## config.mk

```make
export PLATFORM = sky130hd
export DESIGN_NAME = rotor1_reverse
export DESIGN_NICKNAME = d
export VERILOG_FILES = /design/src/rtl/rotor1_reverse.sv
export SDC_FILE = /design/constraint.sdc
export NUM_CORES = 1
export LEC_CHECK = 0
export CAP_MARGIN = 20
export CORE_MARGIN = 5
export CORE_UTILIZATION = 32
export DETAILED_ROUTE_END_ITERATION = 16
export GPL_TIMING_DRIVEN = 0
export MAX_ROUTING_LAYER = met4
export PLACE_DENSITY = 0.6
export SETUP_SLACK_MARGIN = 0.05
export SLEW_MARGIN = 0
export SYNTH_ARGS = -nofsm -noshare
export SYNTH_HDL_FRONTEND = slang
export SYNTH_SLANG_ARGS = --single-unit
```

## constraint.sdc

```tcl
create_clock -name clk -period 3.24 [get_ports clk]
set_clock_uncertainty 0.05 [all_clocks]
set_input_delay 0.81 -clock clk [delete_from_list [all_inputs] [get_ports clk]]
set_output_delay 0.81 -clock clk [all_outputs]
set_load 0.005 [all_outputs]
```

## src/rtl/rotor1_reverse.sv

```systemverilog
// Reflector-side inverse of rotor 1 plus the rotor-1 position register.
// Latency: 2 cycles from acceptance to out_valid; throughput 1 letter/cycle.
// Backpressure: stage 2 holds while out_valid&!out_ready; in_ready is combinational from out_ready.
module rotor1_reverse #(
    parameter int NPOS  = 26,
    parameter int NOTCH = 25
) (
    input  logic       clk,
    input  logic       rst_n,
    input  logic       in_valid,
    output logic       in_ready,
    input  logic [4:0] in,
    output logic       out_valid,
    input  logic       out_ready,
    output logic [4:0] out,
    output logic       err,
    input  logic       load_en,
    input  logic [4:0] load_pos,
    input  logic       step,
    output logic [4:0] rotate,
    output logic       carry
);

    localparam logic [4:0] MAX_POS  = 5'(NPOS - 1);
    localparam logic [4:0] WRAP_POS = 5'(NOTCH);
    localparam logic [5:0] NPOS6    = 6'(NPOS);

    logic [4:0] rotate_q, rotate_d;
    logic       carry_q, carry_d;
    logic       rdy_en_q;
    logic       s1_vld_q, s1_vld_d, s1_err_q;
    logic [4:0] s1_m_q, s1_m_d;
    logic       s2_vld_q, s2_vld_d, s2_err_q;
    logic [4:0] s2_out_q;
    logic       acc, s1_adv, in_err;
    logic [4:0] r, m5;
    logic [5:0] m6;

    function automatic logic [4:0] inv_map(input logic [4:0] m);
        case (m)
            5'd1:  inv_map = 5'd15;  5'd2:  inv_map = 5'd24;  5'd3:  inv_map = 5'd8;
            5'd4:  inv_map = 5'd4;   5'd5:  inv_map = 5'd23;  5'd6:  inv_map = 5'd17;
            5'd7:  inv_map = 5'd6;   5'd8:  inv_map = 5'd9;   5'd9:  inv_map = 5'd20;
            5'd10: inv_map = 5'd21;  5'd11: inv_map = 5'd12;  5'd12: inv_map = 5'd26;
            5'd13: inv_map = 5'd3;   5'd14: inv_map = 5'd7;   5'd15: inv_map = 5'd16;
            5'd16: inv_map = 5'd1;   5'd17: inv_map = 5'd5;   5'd18: inv_map = 5'd14;
            5'd19: inv_map = 5'd10;  5'd20: inv_map = 5'd22;  5'd21: inv_map = 5'd19;
            5'd22: inv_map = 5'd11;  5'd23: inv_map = 5'd13;  5'd24: inv_map = 5'd18;
            5'd25: inv_map = 5'd2;   5'd26: inv_map = 5'd25;
            default: inv_map = 5'd0;
        endcase
    endfunction

    // Handshake: stage 1 moves on when stage 2 is empty or draining this cycle.
    always_comb begin
        s1_adv   = s1_vld_q & (~s2_vld_q | out_ready);
        in_ready = rdy_en_q & (~s1_vld_q | ~s2_vld_q | out_ready);
        acc      = in_valid & in_ready;
        s1_vld_d = acc | (s1_vld_q & ~s1_adv);
        s2_vld_d = s1_adv | (s2_vld_q & ~out_ready);
    end

    // Subtract the rotation captured at acceptance; letter 0 of the ring is contact 26.
    always_comb begin
        in_err = (in > 5'd26);
        r      = (in == 5'd26) ? 5'd0 : in;
        m6     = {1'b0, r} + NPOS6 - {1'b0, rotate_q};
        m5     = (m6 >= NPOS6) ? 5'(m6 - NPOS6) : m6[4:0];
        s1_m_d = in_err ? 5'd0 : ((m5 == 5'd0) ? 5'd26 : m5);
    end

    // A load with an out-of-range position swallows any same-cycle step.
    always_comb begin
        rotate_d = rotate_q;
        carry_d  = 1'b0;
        if (load_en) begin
            if (load_pos <= MAX_POS) rotate_d = load_pos;
        end else if (step) begin
            if (rotate_q == WRAP_POS) begin
                rotate_d = 5'd0;
                carry_d  = 1'b1;
            end else begin
                rotate_d = rotate_q + 5'd1;
            end
        end
    end

    always_ff @(posedge clk or negedge rst_n) begin
        if (!rst_n) begin
            rotate_q <= 5'd0;
            carry_q  <= 1'b0;
            rdy_en_q <= 1'b0;
            s1_vld_q <= 1'b0;
            s1_err_q <= 1'b0;
            s1_m_q   <= 5'd0;
            s2_vld_q <= 1'b0;
            s2_err_q <= 1'b0;
            s2_out_q <= 5'd0;
        end else begin
            rotate_q <= rotate_d;
            carry_q  <= carry_d;
            rdy_en_q <= 1'b1;
            s1_vld_q <= s1_vld_d;
            s2_vld_q <= s2_vld_d;
            if (acc) begin
                s1_m_q   <= s1_m_d;
                s1_err_q <= in_err;
            end
            if (s1_adv) begin
                s2_out_q <= s1_err_q ? 5'd0 : inv_map(s1_m_q);
                s2_err_q <= s1_err_q;
            end
        end
    end

    assign out_valid = s2_vld_q;
    assign out       = s2_out_q;
    assign err       = s2_err_q;
    assign rotate    = rotate_q;
    assign carry     = carry_q;

endmodule
```

# Word level (Yosys, flattened, before mapping)
# Memories as Yosys holds them, arrays and structs flattened.
# Cells that the tools add are included.
# totals
register_bits	21
latchBits	0
mem_bits_rw	0
mem_bits_ro	160
input_bits	16
output_inout_bits	14
elab_cells	49
n_memories	1
# mem_list
name	depth	width	rd	rd_ports_with_merged_regs	write_ports	line_no	source
(name not given)	32	5	1	0	0	40	case (m)
# classes
addsub	4
mul	0
div_mod_pow	0
magnitude_cmp	3
eq_ne	3
n_shift	0
mux	12
n_bitwise	14
n_reduce_logical	3
# op_table
operator	count
2-to-1 mux 5 bit	9
equality test 5 bit, second input constant	2
adder 5 x 5 -> 6 bit, second input constant	1
>= comparator 6 x 5 -> 1 bit, second input constant	1
subtractor 6 x 5 -> 6 bit	1
adder 5 x 1 -> 5 bit, second input constant	1
bitwise AND 1 bit	5
> comparator 5 bit, second input constant	1
<= comparator 5 bit, second input constant	1
logical NOT 5 bit	1
OR 1 bit	5
subtractor 5 bit, second input constant	1
NOT 1 bit	4
2-to-1 mux 1 bit	3
inequality test 2 x 1 -> 1 bit, second input constant	1
AND reduction 2 bit	1
nonzero test 2 bit	1

# Longest topological paths before layout
# depth
depth_word	9
depth_mapped	14
depth_no_buf	14

# Least setup slack after synthesis
# No wires, ideal clock.
# synth_timing
path_type	input -> register
startpoint	input port in[0]
endpoint	register s1_m_q[3]
arrival_time_ps	2972
required_time_ps	3052
slack_ps	79
path_stages	13
n_path_buf	0
cell_sequence	nor2_1 -> nand3_1 -> nand2_1 -> ha_1 -> inv_1 -> ha_1 -> fa_1 -> xor2_2 -> o21ai_2 -> o32ai_4 -> a31o_2 -> o21ai_1 -> o21bai_1
# synth_between
elab_chain_len	9
word_cells_on_any_way	11
# synth_rtl
item	line_no	source
start: declaration	12	input logic [4:0] in,
equality test 5 bit	66	r = (in == 5'd26) ? 5'd0 : in;
2-to-1 mux 5 bit	66	
adder 5 x 5 -> 6 bit	67	m6 = {1'b0, r} + NPOS6 - {1'b0, rotate_q};
subtractor 6 x 5 -> 6 bit	67	
subtractor 5 bit or >= comparator 6 x 5 -> 1 bit (tied branches)	68	m5 = (m6 >= NPOS6) ? 5'(m6 - NPOS6) : m6[4:0];
2-to-1 mux 5 bit	68	
logical NOT 5 bit	69	s1_m_d = in_err ? 5'd0 : ((m5 == 5'd0) ? 5'd26 : m5);
2-to-1 mux 5 bit	69	
2-to-1 mux 5 bit (*)	69	
end signal: assignment	106	s1_m_q <= s1_m_d;
end: declaration	32	logic [4:0] s1_m_q, s1_m_d;
# Mark *: on every way between the ends. The rest lies on a longest branch, timed or not.
# A chain may end at the register's enable or synchronous reset.

# Final worst setup path
# layout_timing
startpoint	input port in[1]
endpoint	register s1_m_q[3]
# The elaborated chain is that of the path after synthesis.

==> results_dict.tcl <==
set metrics [dict create \
    io_pins 30 \
    wl_per_cell_um 13.0 \
    grt.busiest_layer "met2" \
    finalWeightedCongestion 0.848 \
    met1_usage 0.143 \
    synth_edf_count 0 \
    route.detailed.drc 0 \
    finalNetCount 274 \
    ys_ff_latch 21 \
    clock_latency_ns 0.27 \
    synth_commonest_cells "21 x dfrtp_1, 19 x nand2_1, 18 x ha_1" \
    slew-limit-headroom 0.557 \
    synth_area_um2 1700 \
    synth_area_leader_cell "dfrtp_1" \
    peakVddDrop_mv 0.288 \
    die_y_um 82.9 \
    synth-async-reset-ratio 1.00 \
    finalHoldViolations 0 \
    clkTransAtPathRegs_ns 0.09 \
    use_met3 0.0208 \
    dieArea_um2 6870 \
    start_util 0.331 \
    setup_ws_ns 0.165 \
    required_ns 3.32 \
    finalCritPeriodShare 0.949 \
    grt_setup_unrepaired "true" \
    yosysSeqAreaShare 0.309 \
    finalWirelength_um 3990 \
    timing.fmax_mhz 325 \
    root_buffer "clkbuf_8" \
    cts_buffer_depth 2 \
    synth.top_cells.by_area "dfrtp_1 31%, ha_1 13%, a21oi_1 4.7%" \
    grt_antenna_before_repair 0 \
    num-fill-cells 532 \
    utilization 0.432 \
    synth_top_area_frac 0.309 \
    tightest_slew_ns 0.660 \
    port-buffer-count 29 \
    grt-ovfl-total 0 \
    grt_pass1_vias 1530 \
    yosys_warnings 0 \
    dp_cells 298 \
    leakagePower_nw 0.962 \
    gr-usage-met2 0.216 \
    instances_no_fill 308 \
    die_w_um 82.9 \
    drv_slew 0 \
    coreArea_um2 5140 \
    maxCapViolCount 0 \
    ant_nets 0 \
    yosysUniqueCellTypes 49 \
    syn_avg_cell_area_um2 8.54 \
    dp_hpwl_um 3000 \
    grt_use_total 0.123 \
    rows 26 \
    hold_path.class "reg2reg" \
    setup_viol 0 \
    p_per_area_nw_per_um2 767 \
    syn2layout_area_growth_pct 30.6 \
    cts_tree "done" \
    yosysMostFrequentCell "dfrtp_1" \
    arrival_ns 3.16 \
    routed-via-count 1514 \
    worst_setup_path_start_kind "primary input" \
    drt-initial-drc-count 36 \
    syn_inst 199 \
    grt_pass1_wl_um 7070 \
    cp-end-kind "flop" \
    critPathKind "in2reg" \
    outcome "complete, no violations" \
    synthesis.nets 234 \
    cts.sinks 21 \
    grt_max_degree 22 \
    crit_fanout 4 \
    synth_ff_type "dfrtp_1" \
    diodes 0 \
    cts-buffers-inserted 3 \
    layout-drive-gt1-share 0.134 \
    vias_per_cell 4.92 \
    htree_levels 1 \
    period_minus_slack_ns 3.08 \
    dp_slack_ns -0.706 \
    first_pass_iters 4 \
]
[kinds of logic (layout without fill, tap and decap cells)]
family | after synthesis | count (layout) | synth area share
buffers and inverters | 24 | 63 | 0.0530
xor gates and xnor gates | 5 | 5 | 0.0302
other | 1 | 1 | 0.00221
adders and majority gates | 19 | 19 | 0.144
DFF | 21 | 21 | 0.309
and+or+nand+nor | 59 | 59 | 0.166
AOI/OAI and AO/OA | 63 | 63 | 0.251
muxes | 7 | 7 | 0.0434
[area by class of cell]
| type | count | area [um2] | area share |
|---|---|---|---|
| plain buffers | 6 | 22.5 | 0.0102 |
| clock buffers | 3 | 41.3 | 0.0186 |
| clock inverters | 1 | 5.00 | 0.00226 |
| inverters | 18 | 67.6 | 0.0305 |
| multi-input cells | 154 | 1150 | 0.517 |
| flip-flops and latches | 21 | 526 | 0.237 |
| well taps | 70 | 87.6 | 0.0395 |
| repair buffers | 35 | 322 | 0.145 |
[timing repair]
item | CTS | global route
setup endpoints to repair | 4 | 4
resized for setup | 11 | 15
buffers inserted | 3 | 2
hold buffers | 0 | 0
pin swaps | 3 | 7
[flip-flops by register name (all words and copies together), names as in the netlist]
name and count:
rdy_en_q 1, s1_vld_q 1, out_valid 1, carry 1, err 1, rotate 5
out 5, s1_err_q 1, s1_m_q 5
[report_power, final]
group          switching (mW)  total, mW  internal [mW]  leakage, nW
registers              0.0646      0.398          0.334        0.260
logic                   0.562       1.12          0.557        0.676
clock network          0.0976      0.184         0.0860       0.0255
[layout by cell type (no fill, tap or decap), drive strengths merged, types with 3 or more instances in the layout]
master	synthesis	layout
dfrtp	21	21
nand2b	6	6
a21oi	16	16
clkdlybuf4s50	0	24
o21ai	21	21
a22o	3	3
nand3	10	10
xor2	3	3
nor2	12	12
a211oi	3	3
ha	18	18
nand2	19	19
clkbuf	6	13
o211ai	3	3
mux2i	4	4
mux2	3	3
buf	0	6
inv	18	18
[path summary, 6_finish.rpt]
kind                           start         to  slack [ns]  depth (start not counted)
max                            in[1]  s1_m_q[3]        0.16                         12
min                           out[2]     out[2]        0.43                          2
max reg2reg                rotate[2]  s1_m_q[3]        0.54                          9
min reg2reg                   out[2]     out[2]        0.43                          2
max in group asynchronous      rst_n      carry        1.87                          2
min in group asynchronous      rst_n  out_valid        0.81                          1
[metal layers]
layer | vias to the layer above | routed length [um]
met2 | 19 | 1960
met4 | 0 | 47
li1 | 787 | -
met5 | - | 0
met1 | 704 | 1880
met3 | 4 | 108
[worst max-delay path, stage by stage]
cell           delay, ns
dlygate4sd2_1       0.25
nand2_1             0.07
ha_1                0.28
inv_2               0.04
ha_4                0.16
fa_2                0.36
xor2_2              0.20
o21ai_4             0.10
o32ai_4             0.41
a31o_4              0.24
o21ai_1             0.05
o21bai_1            0.17
[metrics by stage]
stage               cell area [um2]  total power, mW  hold WS, ns  setup TNS, ns
global placement               2080             1.34        0.411          -2.42
finish                         2220             1.70        0.429              0
detailed placement             2080             1.35        0.412          -2.51
global route                   2220             1.87        0.468              0
floorplan                      1700             1.10        0.407              0
CTS                            2170             1.63        0.434              0
(Power assumes the default switching activity.)
